===== src/rtl/imem_loader.sv =====
// Boot loader: packs a big-endian byte stream into 32-bit imem words from address 0.
// Define CHECKSUM_EN to add a 4-byte trailer checksum check after the last word.
module imem_loader #(
  parameter int ADDR_WIDTH = 13,
  parameter int DATA_WIDTH = 32
) (
  input  logic                  clk,
  input  logic                  rst_n,
  input  logic                  start,
  input  logic [ADDR_WIDTH:0]   num_words,
  input  logic                  abort,
  input  logic [7:0]            byte_in,
  input  logic                  byte_valid,
  output logic                  byte_ready,
  output logic                  mem_we,
  output logic [ADDR_WIDTH-1:0] mem_addr,
  output logic [DATA_WIDTH-1:0] mem_wdata,
  output logic                  busy,
  output logic                  done,
  output logic                  len_err,
  output logic                  cpu_hold,
  output logic                  chk_err
);

  localparam int CW = ADDR_WIDTH + 1;
  localparam logic [CW-1:0] CAP = CW'(1) << ADDR_WIDTH;

`ifdef CHECKSUM_EN
  typedef enum logic [2:0] {
    IDLE, COLLECT, WRITE, CHECK, DONE
  } state_e;
`else
  typedef enum logic [2:0] {
    IDLE, COLLECT, WRITE, DONE
  } state_e;
`endif

  state_e                  state_q, state_d;
  logic [1:0]              bcnt_q, bcnt_d;
  logic [23:0]             buf_q, buf_d;
  logic [CW-1:0]           widx_q, widx_d;
  logic [CW-1:0]           total_q, total_d;
  logic [ADDR_WIDTH-1:0]   addr_q, addr_d;
  logic [DATA_WIDTH-1:0]   wdata_q, wdata_d;
  logic                    lerr_q, lerr_d;
  logic                    accept;
`ifdef CHECKSUM_EN
  logic [DATA_WIDTH-1:0]   sum_q, sum_d;
  logic                    cerr_q, cerr_d;
`endif

  assign accept = byte_valid && byte_ready;

  always_comb begin
    state_d = state_q;
    bcnt_d  = bcnt_q;
    buf_d   = buf_q;
    widx_d  = widx_q;
    total_d = total_q;
    addr_d  = addr_q;
    wdata_d = wdata_q;
    lerr_d  = lerr_q;
`ifdef CHECKSUM_EN
    sum_d   = sum_q;
    cerr_d  = cerr_q;
`endif
    unique case (state_q)
      IDLE, DONE: begin
        if (start) begin
          lerr_d  = num_words > CAP;
          total_d = lerr_d ? CAP : num_words;
          widx_d  = '0;
          bcnt_d  = '0;
`ifdef CHECKSUM_EN
          sum_d   = '0;
          cerr_d  = 1'b0;
`endif
          state_d = (total_d == '0) ? DONE : COLLECT;
        end
      end
      COLLECT: begin
        if (abort) begin
          state_d = IDLE;
          bcnt_d  = '0;
        end else if (accept) begin
          buf_d  = {buf_q[15:0], byte_in};
          bcnt_d = bcnt_q + 2'd1;
          if (bcnt_q == 2'd3) begin
            wdata_d = {buf_q, byte_in};
            addr_d  = widx_q[ADDR_WIDTH-1:0];
            state_d = WRITE;
          end
        end
      end
      WRITE: begin
        if (abort) begin
          state_d = IDLE;
        end else begin
          widx_d = widx_q + CW'(1);
`ifdef CHECKSUM_EN
          sum_d   = sum_q + wdata_q;
          state_d = (widx_d == total_q) ? CHECK : COLLECT;
`else
          state_d = (widx_d == total_q) ? DONE : COLLECT;
`endif
        end
      end
`ifdef CHECKSUM_EN
      CHECK: begin
        if (abort) begin
          state_d = IDLE;
          bcnt_d  = '0;
        end else if (accept) begin
          buf_d  = {buf_q[15:0], byte_in};
          bcnt_d = bcnt_q + 2'd1;
          if (bcnt_q == 2'd3) begin
            cerr_d  = {buf_q, byte_in} != sum_q;
            state_d = DONE;
          end
        end
      end
`endif
      default: state_d = IDLE;
    endcase
  end

  always_ff @(posedge clk or negedge rst_n) begin
    if (!rst_n) begin
      state_q <= IDLE;
      bcnt_q  <= '0;
      buf_q   <= '0;
      widx_q  <= '0;
      total_q <= '0;
      addr_q  <= '0;
      wdata_q <= '0;
      lerr_q  <= 1'b0;
`ifdef CHECKSUM_EN
      sum_q   <= '0;
      cerr_q  <= 1'b0;
`endif
    end else begin
      state_q <= state_d;
      bcnt_q  <= bcnt_d;
      buf_q   <= buf_d;
      widx_q  <= widx_d;
      total_q <= total_d;
      addr_q  <= addr_d;
      wdata_q <= wdata_d;
      lerr_q  <= lerr_d;
`ifdef CHECKSUM_EN
      sum_q   <= sum_d;
      cerr_q  <= cerr_d;
`endif
    end
  end

  // an abort landing on the strobe cycle suppresses the write
  assign mem_we    = (state_q == WRITE) && !abort;
  assign mem_addr  = addr_q;
  assign mem_wdata = wdata_q;
  assign done      = state_q == DONE;
  assign len_err   = lerr_q;
`ifdef CHECKSUM_EN
  assign byte_ready = (state_q == COLLECT) || (state_q == CHECK);
  assign busy       = (state_q == COLLECT) || (state_q == WRITE) ||
                      (state_q == CHECK);
  assign chk_err    = cerr_q;
  assign cpu_hold   = !((state_q == DONE) && !cerr_q);
`else
  assign byte_ready = state_q == COLLECT;
  assign busy       = (state_q == COLLECT) || (state_q == WRITE);
  assign chk_err    = 1'b0;
  assign cpu_hold   = state_q != DONE;
`endif

endmodule


===== config.mk =====
export PLATFORM = sky130hd
export DESIGN_NAME = imem_loader
export DESIGN_NICKNAME = d
export VERILOG_FILES = /design/src/rtl/imem_loader.sv
export SDC_FILE = /design/constraint.sdc
export NUM_CORES = 1
export LEC_CHECK = 0
export BUFFER_PORTS_ARGS = -buffer_cell sky130_fd_sc_hd__buf_2
export CORE_MARGIN = 5
export CORE_UTILIZATION = 33
export DETAILED_ROUTE_END_ITERATION = 10
export GPL_ROUTABILITY_DRIVEN = 0
export REMOVE_ABC_BUFFERS = 1
export SYNTH_ARGS = -nofsm -noshare
export SYNTH_HDL_FRONTEND = slang
export SYNTH_SLANG_ARGS = --single-unit

===== constraint.sdc =====
create_clock -name clk -period 5.4 [get_ports clk]
set_clock_uncertainty 0.15 [all_clocks]
set_input_delay 1.08 -clock clk [delete_from_list [all_inputs] [get_ports clk]]
set_output_delay 1.08 -clock clk [all_outputs]
set_load 0.02 [all_outputs]

==> impl_results.md <==
- Fin crit share: between 50% and 60%
- Int Power: 0.00150 W
- Crit Path Category: input port to output pin
- Min Hold Slack: between 0.3 and 0.4 ns
- Routed length per instance: 15.2 um
- Rel. slew slack: 30.4%
- Share of flip-flops with an asynchronous set or reset: 100%
- Syn-to-layout area delta: 17.6%
- Max-slew violation count: 0
- H-tree Lvls: 3
- Run status: finished, final reports clean
- Clock latency on the worst-skew pair: 0.34 ns
- Avg Inst Size Synth: 12.1 um2
- Maxcap violations: 0
- Post-Syn Area: around 4600 um2
- Clock sink count: 102
- GR Overflow Total: 0
- Final HPWL DP: 6980 um
- Hold/Removal Path Class: flip-flop to flip-flop
- Layout cells sized above 1: 39.5%
- Vias in the first global route: 3,121
- DIE HEIGHT: 128 um
- Static Leakage: 2.66 nW
- Core Rows: 43
- TritonCTS clock tree: yes
- Clock Power Share: 28.1%
- Reg clk slew, reported paths: 0.08 ns
- Layout Utilization: 39.4%
- Synth Warn #: 0
- First-pass GRT wire length: 16,200 um
- Antenna violations before repair: 0
- Area of the multi-input gates: 1920 um2
- Sequential element share of the synthesized area: 55.4%
- Sequential power share: between 40% and 50%
- RSZ-0062 raised after global routing: false
- Initial Util: 33.5%
- DR iter-0 viols: 150
- Logic pwr share: 25.6%
- FMAX: 342 MHz
- GRT Total Usage: about an eighth
- DRT Wirelength: 9660 um
- Clock buffer depth: 2
- Top_reg_cell synth: dfrtp_1
- Sequential Area: between 2000 and 3000 um2
- Final hold violation count: 0
- Diodes inserted: 0
- Synthesized netlist cell count: 382
- Buffers on Ports: between 70 and 80
- PwrDens: 414 nW/um2
- Critical Path Sink Type: output pin
- Peak supply drop: approximately 240 uV
- Hold_buf cts: 0
- Final Setup Violations: 0
- Io pins: 79
- Final Net Count: between 400 and 500
- Max FO, Critical Path: 4
- # DRC: 0
- Antenna viol nets, final: 0
- Worst setup SP type: input port
- Post-CTS Setup Repair Bufs: 0
- Crit path arrival time: between 1.5 and 2 ns
- Root Driver: clkbuf_16
- Vias: 3,064
- Die width: 128 um
- Fillers: 1,363
- Non-Filler Instances: 636
- Post-synth EDFFs: 0
- #FFs+latches synth: 102
- Sw Share: 33.1%
- Inst Count DP: 620
- Vias per inst: 4.82
- Setup TNS: 0 ns
- Die ar.: 16,400 um2
- NetSw: 0.000744 W
- Worst slew pin tran: 1.04 ns
- Core ar.: 13,800 um2
- Distinct cells, synth: 47
- CTS buffer count: 9
- Pre-antenna DRT Iters: 4
- CP Data Required Time: 4.17 ns
- Fin crit period: 2.92 ns
- Cts repair resizes: 0
- Pin count of the biggest net entering global routing: 74
==> final timing paths <==
path | start | end | slack, ns | cells past startpoint
worst max-delay path | abort | mem_we | 2.48 | 4
worst min-delay path | buf_q[22] | mem_wdata[30] | 0.34 | 1
worst max register to register | state_q[0] | widx_q[12] | 2.80 | 8
worst min register to register | buf_q[22] | mem_wdata[30] | 0.34 | 1
max in group asynchronous | rst_n | bcnt_q[0] | 3.40 | 2
min in group asynchronous | rst_n | buf_q[17] | 0.70 | 1
==> cells by family after synthesis <==
family                     Yosys count  synth area share, %
muxes                               74                 18.0
and+or+nand+nor                     91                 10.2
other                                1               0.0813
xor gates and xnor gates            17                 3.23
AOI/OAI and AO/OA                   63                 8.58
buffers and inverters               29                 3.15
DFF                                102                 55.4
adders and majority gates            5                 1.36
==> cell usage after synthesis, types with 3 or more instances <==
| cell type | number | area [um2] |
|---|---|---|
| nand3_1 | 7 | 35.0 |
| a21oi_1 | 7 | 35.0 |
| o21ai_0 | 32 | 160 |
| nor2b_1 | 4 | 25.0 |
| buf_6 | 3 | 33.8 |
| a22o_1 | 4 | 35.0 |
| nand2_1 | 34 | 128 |
| inv_1 | 7 | 26.3 |
| xnor2_1 | 13 | 114 |
| nor2_1 | 7 | 26.3 |
| buf_2 | 4 | 20.0 |
| nand4_1 | 3 | 18.8 |
| xor2_1 | 4 | 35.0 |
| o31ai_1 | 7 | 52.6 |
| nand2b_1 | 15 | 93.8 |
| ha_1 | 5 | 62.6 |
| clkbuf_1 | 11 | 41.3 |
| mux2_2 | 72 | 811 |
| nor3_1 | 6 | 30.0 |
| dfrtp_1 | 102 | 2550 |
==> power by group through the flow <==
stage | clock (W) | combinational [W] | sequential [W]
after CTS | 0.000655 | 0.000579 | 0.00104
after global placement | 0 | 0.000559 | 0.00105
final | 0.000633 | 0.000575 | 0.00104
after floorplan | 0 | 0.000425 | 0.00103
after global routing | 0.000691 | 0.000650 | 0.00107
after detailed placement | 0 | 0.000578 | 0.00106
==> cell type report <==
cell class | count | area share [%]
Sequential cell | 102 | 47.1
Multi-Input combinational cell | 251 | 35.4
Timing Repair Buffer | 80 | 7.57
Clock buffer | 9 | 4.15
Tap cell | 180 | 4.15
Clock inverter | 7 | 1.22
Inverter | 7 | 0.484
==> cell usage in the layout (no fill, tap or decap), drive strengths merged, types with 3 or more instances in the layout <==
master and count:
nand3 9, nand2 34, clkbuf 9, nor3 6, inv 11, nor2 7
dfrtp 102, mux2 72, buf 80, a21oi 7, nor2b 4, a22o 4
ha 5, nand4 3, xnor2 13, xor2 4, nand2b 15, o31ai 7
o21ai 34, and3 4
==> per-stage QoR <==
step	worst slack, ns	area (um2)	total power (W)
2_1_floorplan	2.11	4490	0.00145
3_3_place_gp	2.35	5130	0.00161
3_5_place_dp	2.31	5130	0.00164
4_1_cts	2.48	5420	0.00228
5_1_grt	2.43	5420	0.00241
6_report	2.48	5420	0.00225
==> layer usage <==
metal	global-route usage (%)	wire length, um
met5	0	0
met4	4.31	181
met3	2.46	449
met2	17.9	4350
met1	17.7	4690
==> sequential cells by signal (all words and copies together), names as in the netlist <==
name,flops
state_q,2
total_q,14
widx_q,14
buf_q,24
mem_wdata,32
len_err,1
bcnt_q,2
mem_addr,13
==> critical path, cell delays in order <==
cell	delay, ns
buf_2	0.10
nand2b_1	0.18
inv_1	0.14
buf_2	0.18
Note: power is estimated with default switching activity, not from simulation.
